`src/rtl/ex_flush_ctrl.sv`:
```
// Exception/ERTN flush controller: captures a writeback event, holds flush for
// FLUSH_CYCLES cycles, then redirects fetch to the exception entry or return address.
module ex_flush_ctrl #(
    parameter int unsigned FLUSH_CYCLES = 2
) (
    input  logic        clk,
    input  logic        reset,
    input  logic        wb_ex_valid,
    input  logic        wb_is_ertn,
    input  logic [31:0] wb_ex_pc,
    input  logic [5:0]  wb_ecode,
    input  logic [8:0]  wb_esubcode,
    input  logic [31:0] csr_eentry,
    input  logic [31:0] csr_era,
    input  logic        if_redirect_ready,
    output logic        flush,
    output logic        redirect_valid,
    output logic [31:0] redirect_pc,
    output logic        csr_ex_commit,
    output logic        csr_ertn_commit,
    output logic [31:0] csr_ex_pc,
    output logic [5:0]  csr_ecode,
    output logic [8:0]  csr_esubcode,
    output logic        busy,
    output logic [15:0] ex_count,
    output logic [15:0] ertn_count
);

    localparam int unsigned CNT_W = 4;
    localparam int unsigned EVT_W = 16;

    typedef enum logic [1:0] {
        IDLE     = 2'd0,
        FLUSH    = 2'd1,
        REDIRECT = 2'd2
    } state_t;

    state_t             state_q;
    state_t             state_d;
    logic [CNT_W-1:0]   cnt_q;
    logic [CNT_W-1:0]   cnt_d;
    logic               capture_c;

    // Events are only accepted from IDLE; an exception wins over a simultaneous ERTN.
    assign capture_c = (state_q == IDLE) && (wb_ex_valid || wb_is_ertn);

    always_ff @(posedge clk or posedge reset) begin
        if (reset) begin
            state_q <= IDLE;
            cnt_q   <= '0;
        end else begin
            state_q <= state_d;
            cnt_q   <= cnt_d;
        end
    end

    // Counter is loaded with FLUSH_CYCLES-1 so that zero marks the last flush cycle.
    always_comb begin
        state_d = state_q;
        cnt_d   = cnt_q;
        case (state_q)
            IDLE: begin
                if (capture_c) begin
                    state_d = FLUSH;
                    cnt_d   = CNT_W'(FLUSH_CYCLES - 1);
                end
            end
            FLUSH: begin
                if (cnt_q == '0) begin
                    state_d = REDIRECT;
                end else begin
                    cnt_d = cnt_q - CNT_W'(1);
                end
            end
            REDIRECT: begin
                if (if_redirect_ready) begin
                    state_d = IDLE;
                end
            end
            default: begin
                state_d = IDLE;
                cnt_d   = '0;
            end
        endcase
    end

    // Status outputs registered from the next state so they track state_q exactly.
    always_ff @(posedge clk or posedge reset) begin
        if (reset) begin
            flush           <= 1'b0;
            busy            <= 1'b0;
            redirect_valid  <= 1'b0;
            csr_ex_commit   <= 1'b0;
            csr_ertn_commit <= 1'b0;
        end else begin
            flush           <= (state_d != IDLE);
            busy            <= (state_d != IDLE);
            redirect_valid  <= (state_d == REDIRECT);
            csr_ex_commit   <= capture_c && wb_ex_valid;
            csr_ertn_commit <= capture_c && !wb_ex_valid;
        end
    end

    always_ff @(posedge clk or posedge reset) begin
        if (reset) begin
            redirect_pc  <= '0;
            csr_ex_pc    <= '0;
            csr_ecode    <= '0;
            csr_esubcode <= '0;
        end else if (capture_c) begin
            redirect_pc  <= wb_ex_valid ? csr_eentry : csr_era;
            csr_ex_pc    <= wb_ex_pc;
            csr_ecode    <= wb_ecode;
            csr_esubcode <= wb_esubcode;
        end
    end

    // Saturating event counters.
    always_ff @(posedge clk or posedge reset) begin
        if (reset) begin
            ex_count   <= '0;
            ertn_count <= '0;
        end else if (capture_c) begin
            if (wb_ex_valid) begin
                if (ex_count != '1) begin
                    ex_count <= ex_count + EVT_W'(1);
                end
            end else if (ertn_count != '1) begin
                ertn_count <= ertn_count + EVT_W'(1);
            end
        end
    end

endmodule

```
`config.mk`:
```
export PLATFORM = sky130hd
export DESIGN_NAME = ex_flush_ctrl
export DESIGN_NICKNAME = d
export VERILOG_FILES = /design/src/rtl/ex_flush_ctrl.sv
export SDC_FILE = /design/constraint.sdc
export NUM_CORES = 1
export LEC_CHECK = 0
export BUFFER_PORTS_ARGS = -buffer_cell sky130_fd_sc_hd__buf_2
export CAP_MARGIN = 20
export CORE_MARGIN = 2
export CORE_UTILIZATION = 43
export DETAILED_ROUTE_END_ITERATION = 8
export GPL_TIMING_DRIVEN = 0
export PLACE_DENSITY = 0.83
export SLEW_MARGIN = 20
export SYNTH_ARGS = -nofsm -noshare
export SYNTH_HDL_FRONTEND = slang
export SYNTH_SLANG_ARGS = --single-unit
export TNS_END_PERCENT = 50
```
`constraint.sdc`:
```
create_clock -name clk -period 3.25 [get_ports clk]
set_input_delay 0.1625 -clock clk [delete_from_list [all_inputs] [get_ports clk]]
set_output_delay 0.1625 -clock clk [all_outputs]
set_load 0.005 [all_outputs]
```
Yosys cells after proc, flatten, opt, wreduce, memory -nomap -nowiden
Cells that the tools add are included.

word-level totals
  register bits = 121
  bits of input ports = 116
  logic and storage cells = 43

operators by class
  add/sub/neg operators = 3
  eq/ne operators = 7
  mux-type cells = 8
  bitwise operators = 2
  reductions and logical operators = 11

operators by type and width
  kind                     count
  $add A16 B1 Y16 const B  2
  $mux W32                 1
  $ne A16 B16 Y1 const B   2
  $pmux W4 S3              1
  $reduce_and A3 Y1        3
  $mux W4                  2
  $mux W2                  3
  $pmux W2 S3              1
  $eq A2 B2 Y1 const B     2
  $logic_not A4 Y1         1
  $ne A2 B2 Y1 const B     2
  $sub A4 B1 Y4 const B    1
  $logic_and A1 B1 Y1      3
  $eq A2 B1 Y1 const B     1
  $logic_not A2 Y1         1
  $not A1 Y1               2
  $reduce_bool A2 Y1       1
  $logic_not A1 Y1         1
  $logic_or A1 B1 Y1       1

Depth between registers and ports, before layout
  depth in word-level cells = 5
  mapped depth = 7
  gate-level depth less buffers = 6

Worst setup path after synthesis
Ideal clock, no wire load.

  kind = flip-flop to flip-flop
  start point = register state_q[1]
  end point = register ertn_count[15]
  setup slack = 1.320 ns
  path buffers = 1
  required time = 3.122 ns
  setup time = 0.128 ns
  cell stages (with the launch flop) = 6
  data arrival time = 1.803 ns
  path through = dfrtp_1 buf_2 nor4b_4 nand4_4 nor4_2 mux2_1

on the way
  word-level cells in the longest chain between the ends = 3

RTL lines
  item                         RTL line  RTL
  start, declared              38        state_t state_q;
  start signal, assigned       52        state_q <= state_d;
  $logic_not A2 Y1             45        assign capture_c = (state_q == IDLE) && (wb_ex_valid || wb_is_ertn);
  $logic_and A1 B1 Y1          45
  $reduce_and A3 Y1 (no line)  -
  end signal, assigned         129       ertn_count <= ertn_count + EVT_W'(1);
  end, declared                26        output logic [15:0] ertn_count

No other way between the ends.
A chain may end at the register's enable or synchronous reset.

Final worst setup path
  start point = register state_q[1]
  end point = register redirect_pc[16]

on the way
  word-level cells in the longest chain between the ends = 2

RTL lines
  item                  RTL line  RTL
  $logic_not A2 Y1      45
  $logic_and A1 B1 Y1   45
  end signal, assigned  111       redirect_pc <= wb_ex_valid ? csr_eentry : csr_era;
  end, declared         18        output logic [31:0] redirect_pc,

No other way between the ends.

==> impl.org <==
** Outcome
- The run finished with clean final reports.

** Global routing
- Summed over all layers, the global routing overflow is 0.
- The first global-routing pass estimated around 27000 um of wire.
- Global routing used between 20% and 30% of the available tracks across all layers.
- After global routing, the most crowded layer is met2.
- Global routing used 48.14% of the available met2 tracks.
- Number of antenna violations at the first check in global routing :: 0
- Global routing used between 20 and 30% of the available met1 tracks.
- Maximum number of pins on one net before global-route repair :: 36
- For met3 alone, demand over resource in global routing was about 7.9%.
- The via count of the first global-routing pass was 5453.

** Detailed routing
- The final layout contains routed wiring with a total length of approximately 17000 um.
- The first detailed-routing pass took 5 iterations.
- Via-per-instance ratio :: roughly 5
- Count of unresolved DRC violations after routing :: 0
- First DRT Iteration DRCs :: 354
- Residual antenna-violating net count after detailed routing :: 0
- In the final routed layout, each cell accounts on average for ~16 um.
- Via Count :: 5335

** CTS
- Clock buffers created by TritonCTS :: 17
- Library cell used as clock root buffer :: sky130_fd_sc_hd__clkbuf_16
- After clock tree synthesis, the setup repair step added 0 buffers.
- TritonCTS built the clock tree.
- The clock passes through at most 2 buffers.
- CTS resizes :: 0
- CTS saw between 100 and 150 sinks.
- In this run the number of H-tree levels came out at 4.
- Latest clock arrival within the worst-skew pair :: ~0.4 ns
- After clock tree synthesis, the clock-pin slew on the worst setup and hold paths is 0.05 ns.

** Critical path
- In this run the critical register-to-register path is launched from state_q[1].
- Buffers & Inverters on Critical Path :: 3
- Critical Path Sink Type :: flip-flop
- Startpoint class of the critical path :: flip-flop
- Maximum single-stage delay on the critical path :: approximately 0.78 ns
- At the worst endpoint, the required time is 3.60 ns.
- Tracing the worst setup path back leads to its startpoint at state_q[1].
- CP top delay family :: buffers and inverters
- Type of the worst setup path :: flip-flop to flip-flop
- Walking the worst path, the cells encountered are buf_2, nor4b_4, clkbuf_1, a22oi_1, dlygate4sd3_1, nand2_1.
- Library cell contributing the largest single delay on the critical path :: sky130_fd_sc_hd__nor4b_4
- Data arrives at the worst endpoint at 3.04 ns.
- Along the worst path, the maximum fanout reaches 10.

** Floorplan
- For this configuration, the core starts out at a cell density of 44.56%.
- In this run the vertical extent of the chip is roughly 110 um.
- Core Region :: ~12000 sq um
- Row generation in the floorplan step produced 39 rows.
- The die covers 12880 sq um.
- The die is 113.5 um wide.
- For this design the top-level I/O count stands at 232.

** STA
- The final number of max-transition violations came to 0.
- Setup violations remaining at the end of the flow were counted as 0.
- Min Tclk post-route :: between 2 and 3 ns
- Slew Limit Headroom :: approximately 42%
- Maximum frequency from static timing analysis :: roughly 370 MHz
- At the pin with the least slew margin, the transition time is 0.8596 ns.
- The final critical path takes up 82.87% of the cycle.
- The number of hold-slack violations in the final timing report came to 0.
- Between clock sinks in the finished design, the worst skew comes to around 0.0065 ns.
- Setup repair after global routing left no endpoint under its margin.
- In the final timing run, aggregate negative setup slack is 0 ns.

** Pwr
- VDD sags by at most 0.0004664 V.
- Overall power :: around 6.7 mW
- For this design the ratio of total power to cell area is approximately 820 nW/um^2.
- Leakage power of the design :: 4.221 nW

** Synth
- Count of unique library cells instantiated by Yosys :: 46
- In the synthesized netlist the dominant register cell turns out to be sky130_fd_sc_hd__dfrtp_1.
- After synthesis, the cell types taking the most area are sky130_fd_sc_hd__dfrtp_1 (59%), sky130_fd_sc_hd__nand2_1 (16%), sky130_fd_sc_hd__a22oi_1 (4.7%).
- Number of synthesized flops with an enable pin :: 0
- The number of nets in the synthesized netlist is 650.
- Yosys Warn Count :: 0
- Counting flops with an async set or reset pin after synthesis yields a share of between 90% and 100%.
- Sequential fraction of the synthesis area :: 58.75%
- The average instance in the mapped netlist occupies between 9 and 10 sq um.
- Post-Synthesis Cells :: 530
- Fraction of post-synthesis cell area in the top cell type by area :: between 50% and 60%
- The biggest area contributor in the post-synthesis netlist is sky130_fd_sc_hd__dfrtp_1.
- FF+latch count, synth :: around 120
- Netlist Area Pre-Place :: between 5000 and 6000 sq um

** Min path
- Min-delay worst type :: input port to flip-flop
- In this run the most critical hold path is launched from csr_era[15].

** Placed design
- The wire-length estimate of the detail-placed layout is 10310 um.
- Global placement routability congestion :: roughly 0.81
- Buffers placed on the I/O ports in this run total approximately 230.

** Cells and area
- Final net count :: 1004
- Compared with the post-synthesis result, the final layout area differs by 57.22%.
- The post-route netlist has a little under a third of its cells at a drive strength greater than 1.

** Job
- Max-cap violations in this run came to 0.
worst register-to-register path, stage by stage (launching register included):
cell,delay (ns)
sky130_fd_sc_hd__dfrtp_1,0.35
sky130_fd_sc_hd__buf_2,0.18
sky130_fd_sc_hd__nor4b_4,0.78
sky130_fd_sc_hd__clkbuf_1,0.47
sky130_fd_sc_hd__a22oi_1,0.18
sky130_fd_sc_hd__dlygate4sd3_1,0.60
sky130_fd_sc_hd__nand2_1,0.08
path summary, 6_finish.rpt:
path | depth (start not counted) | end | slack (ns)
max in group asynchronous | 5 | ertn_count[5] | 2.05
min in group asynchronous | 3 | csr_ex_pc[19] | 0.40
worst min-delay path | 3 | redirect_pc[15] | 0.007
worst max register to register | 6 | redirect_pc[16] | 0.56
worst min register to register | 2 | redirect_pc[26] | 0.46
worst max-delay path | 6 | redirect_pc[16] | 0.56
routing by layer:
metal  part of all wire [%]  vias up  wire, um
met5                      0        -         0
met4                    2.8        0       479
met3                    7.3       47      1232
met2                     52      286      8803
met1                     38     2507      6398
li1                       -     2495         -
logic make-up (layout without fill, tap and decap cells):
family                   Yosys count  after routing  synth area share (%)
multiplexers                       6              6                 1.311
flip-flops                       121            121                 58.75
AO/OA/AOI/OAI                     62             62                 8.619
AND/OR/NAND/NOR                  281            281                 23.94
buffers and inverters             33            398                 2.501
other                              0              1                     0
XOR/XNOR                          23             23                 3.909
adder cells (fa/ha/maj)            4              4                0.9711
report_power, final:
group	internal, mW	leakage (nW)	switching, mW
Clock	1.08	0.266	0.619
Sequential	2.11	1.52	0.384
Combinational	1.08	2.44	1.38
layout by cell type, fill, tap and decap left out, types with 8 or more instances in the layout:
cell type	instances
sky130_fd_sc_hd__clkbuf_1	25
sky130_fd_sc_hd__xnor2_1	13
sky130_fd_sc_hd__nor2_1	10
sky130_fd_sc_hd__o21ai_0	8
sky130_fd_sc_hd__nand3_1	10
sky130_fd_sc_hd__clkbuf_16	17
sky130_fd_sc_hd__dfrtp_1	121
sky130_fd_sc_hd__buf_2	232
sky130_fd_sc_hd__dlygate4sd3_1	101
sky130_fd_sc_hd__a22oi_1	32
sky130_fd_sc_hd__xor2_1	10
sky130_fd_sc_hd__nand4_1	10
sky130_fd_sc_hd__nand2_1	218
Yosys cell counts, types with 6 or more instances:
| library cell | instances |
|---|---|
| sky130_fd_sc_hd__nand4_1 | 10 |
| sky130_fd_sc_hd__clkbuf_1 | 20 |
| sky130_fd_sc_hd__nand2_1 | 218 |
| sky130_fd_sc_hd__xor2_1 | 10 |
| sky130_fd_sc_hd__xnor2_1 | 13 |
| sky130_fd_sc_hd__inv_1 | 7 |
| sky130_fd_sc_hd__dfrtp_1 | 121 |
| sky130_fd_sc_hd__nor4_1 | 6 |
| sky130_fd_sc_hd__nand3_1 | 10 |
| sky130_fd_sc_hd__o21ai_0 | 8 |
| sky130_fd_sc_hd__a22oi_1 | 32 |
| sky130_fd_sc_hd__nor2_1 | 10 |
state kept, by name, indices dropped and copies added (netlist names):
name and cells:
csr_esubcode 9, csr_ertn_commit 1, redirect_valid 1, state_q 2
ertn_count 16, busy 1, ex_count 16, cnt_q 4
csr_ex_commit 1, csr_ecode 6, redirect_pc 32, csr_ex_pc 32
per-stage QoR:
step | hold slack, ns | util [%] | setup WS (ns) | instance area (sq um) | std cells
floorplan | 0.2679 | - | 1.320 | 5157 | 530
global placement | 0.3527 | 56.14 | 0.8321 | 6492 | 904
detailed placement | 0.2899 | 56.66 | 0.8705 | 6553 | 907
CTS | 0.001555 | 70.04 | 0.6364 | 8100 | 1038
global route | 0.01525 | 70.04 | 0.3907 | 8100 | 1038
finish | 0.006660 | 70.06 | 0.5568 | 8103 | 1039
timing repair:
action	CTS	global route
endpoints found under the setup margin	0	0
hold endpoints to repair	103	0
hold buffers	101	0
cell type report:
type	count	area [sq um]
Tap cell	143	178.9
Buffer	25	98.84
Antenna cell	1	2.502
Sequential cell	121	3028
Multi-Input combinational cell	376	1997
Clock buffer	28	526.8
Fill cell	825	3462
Timing Repair Buffer	335	2227
Inverter	8	33.78
Clock inverter	2	10.01
Note: power is estimated with default switching activity, not from simulation.
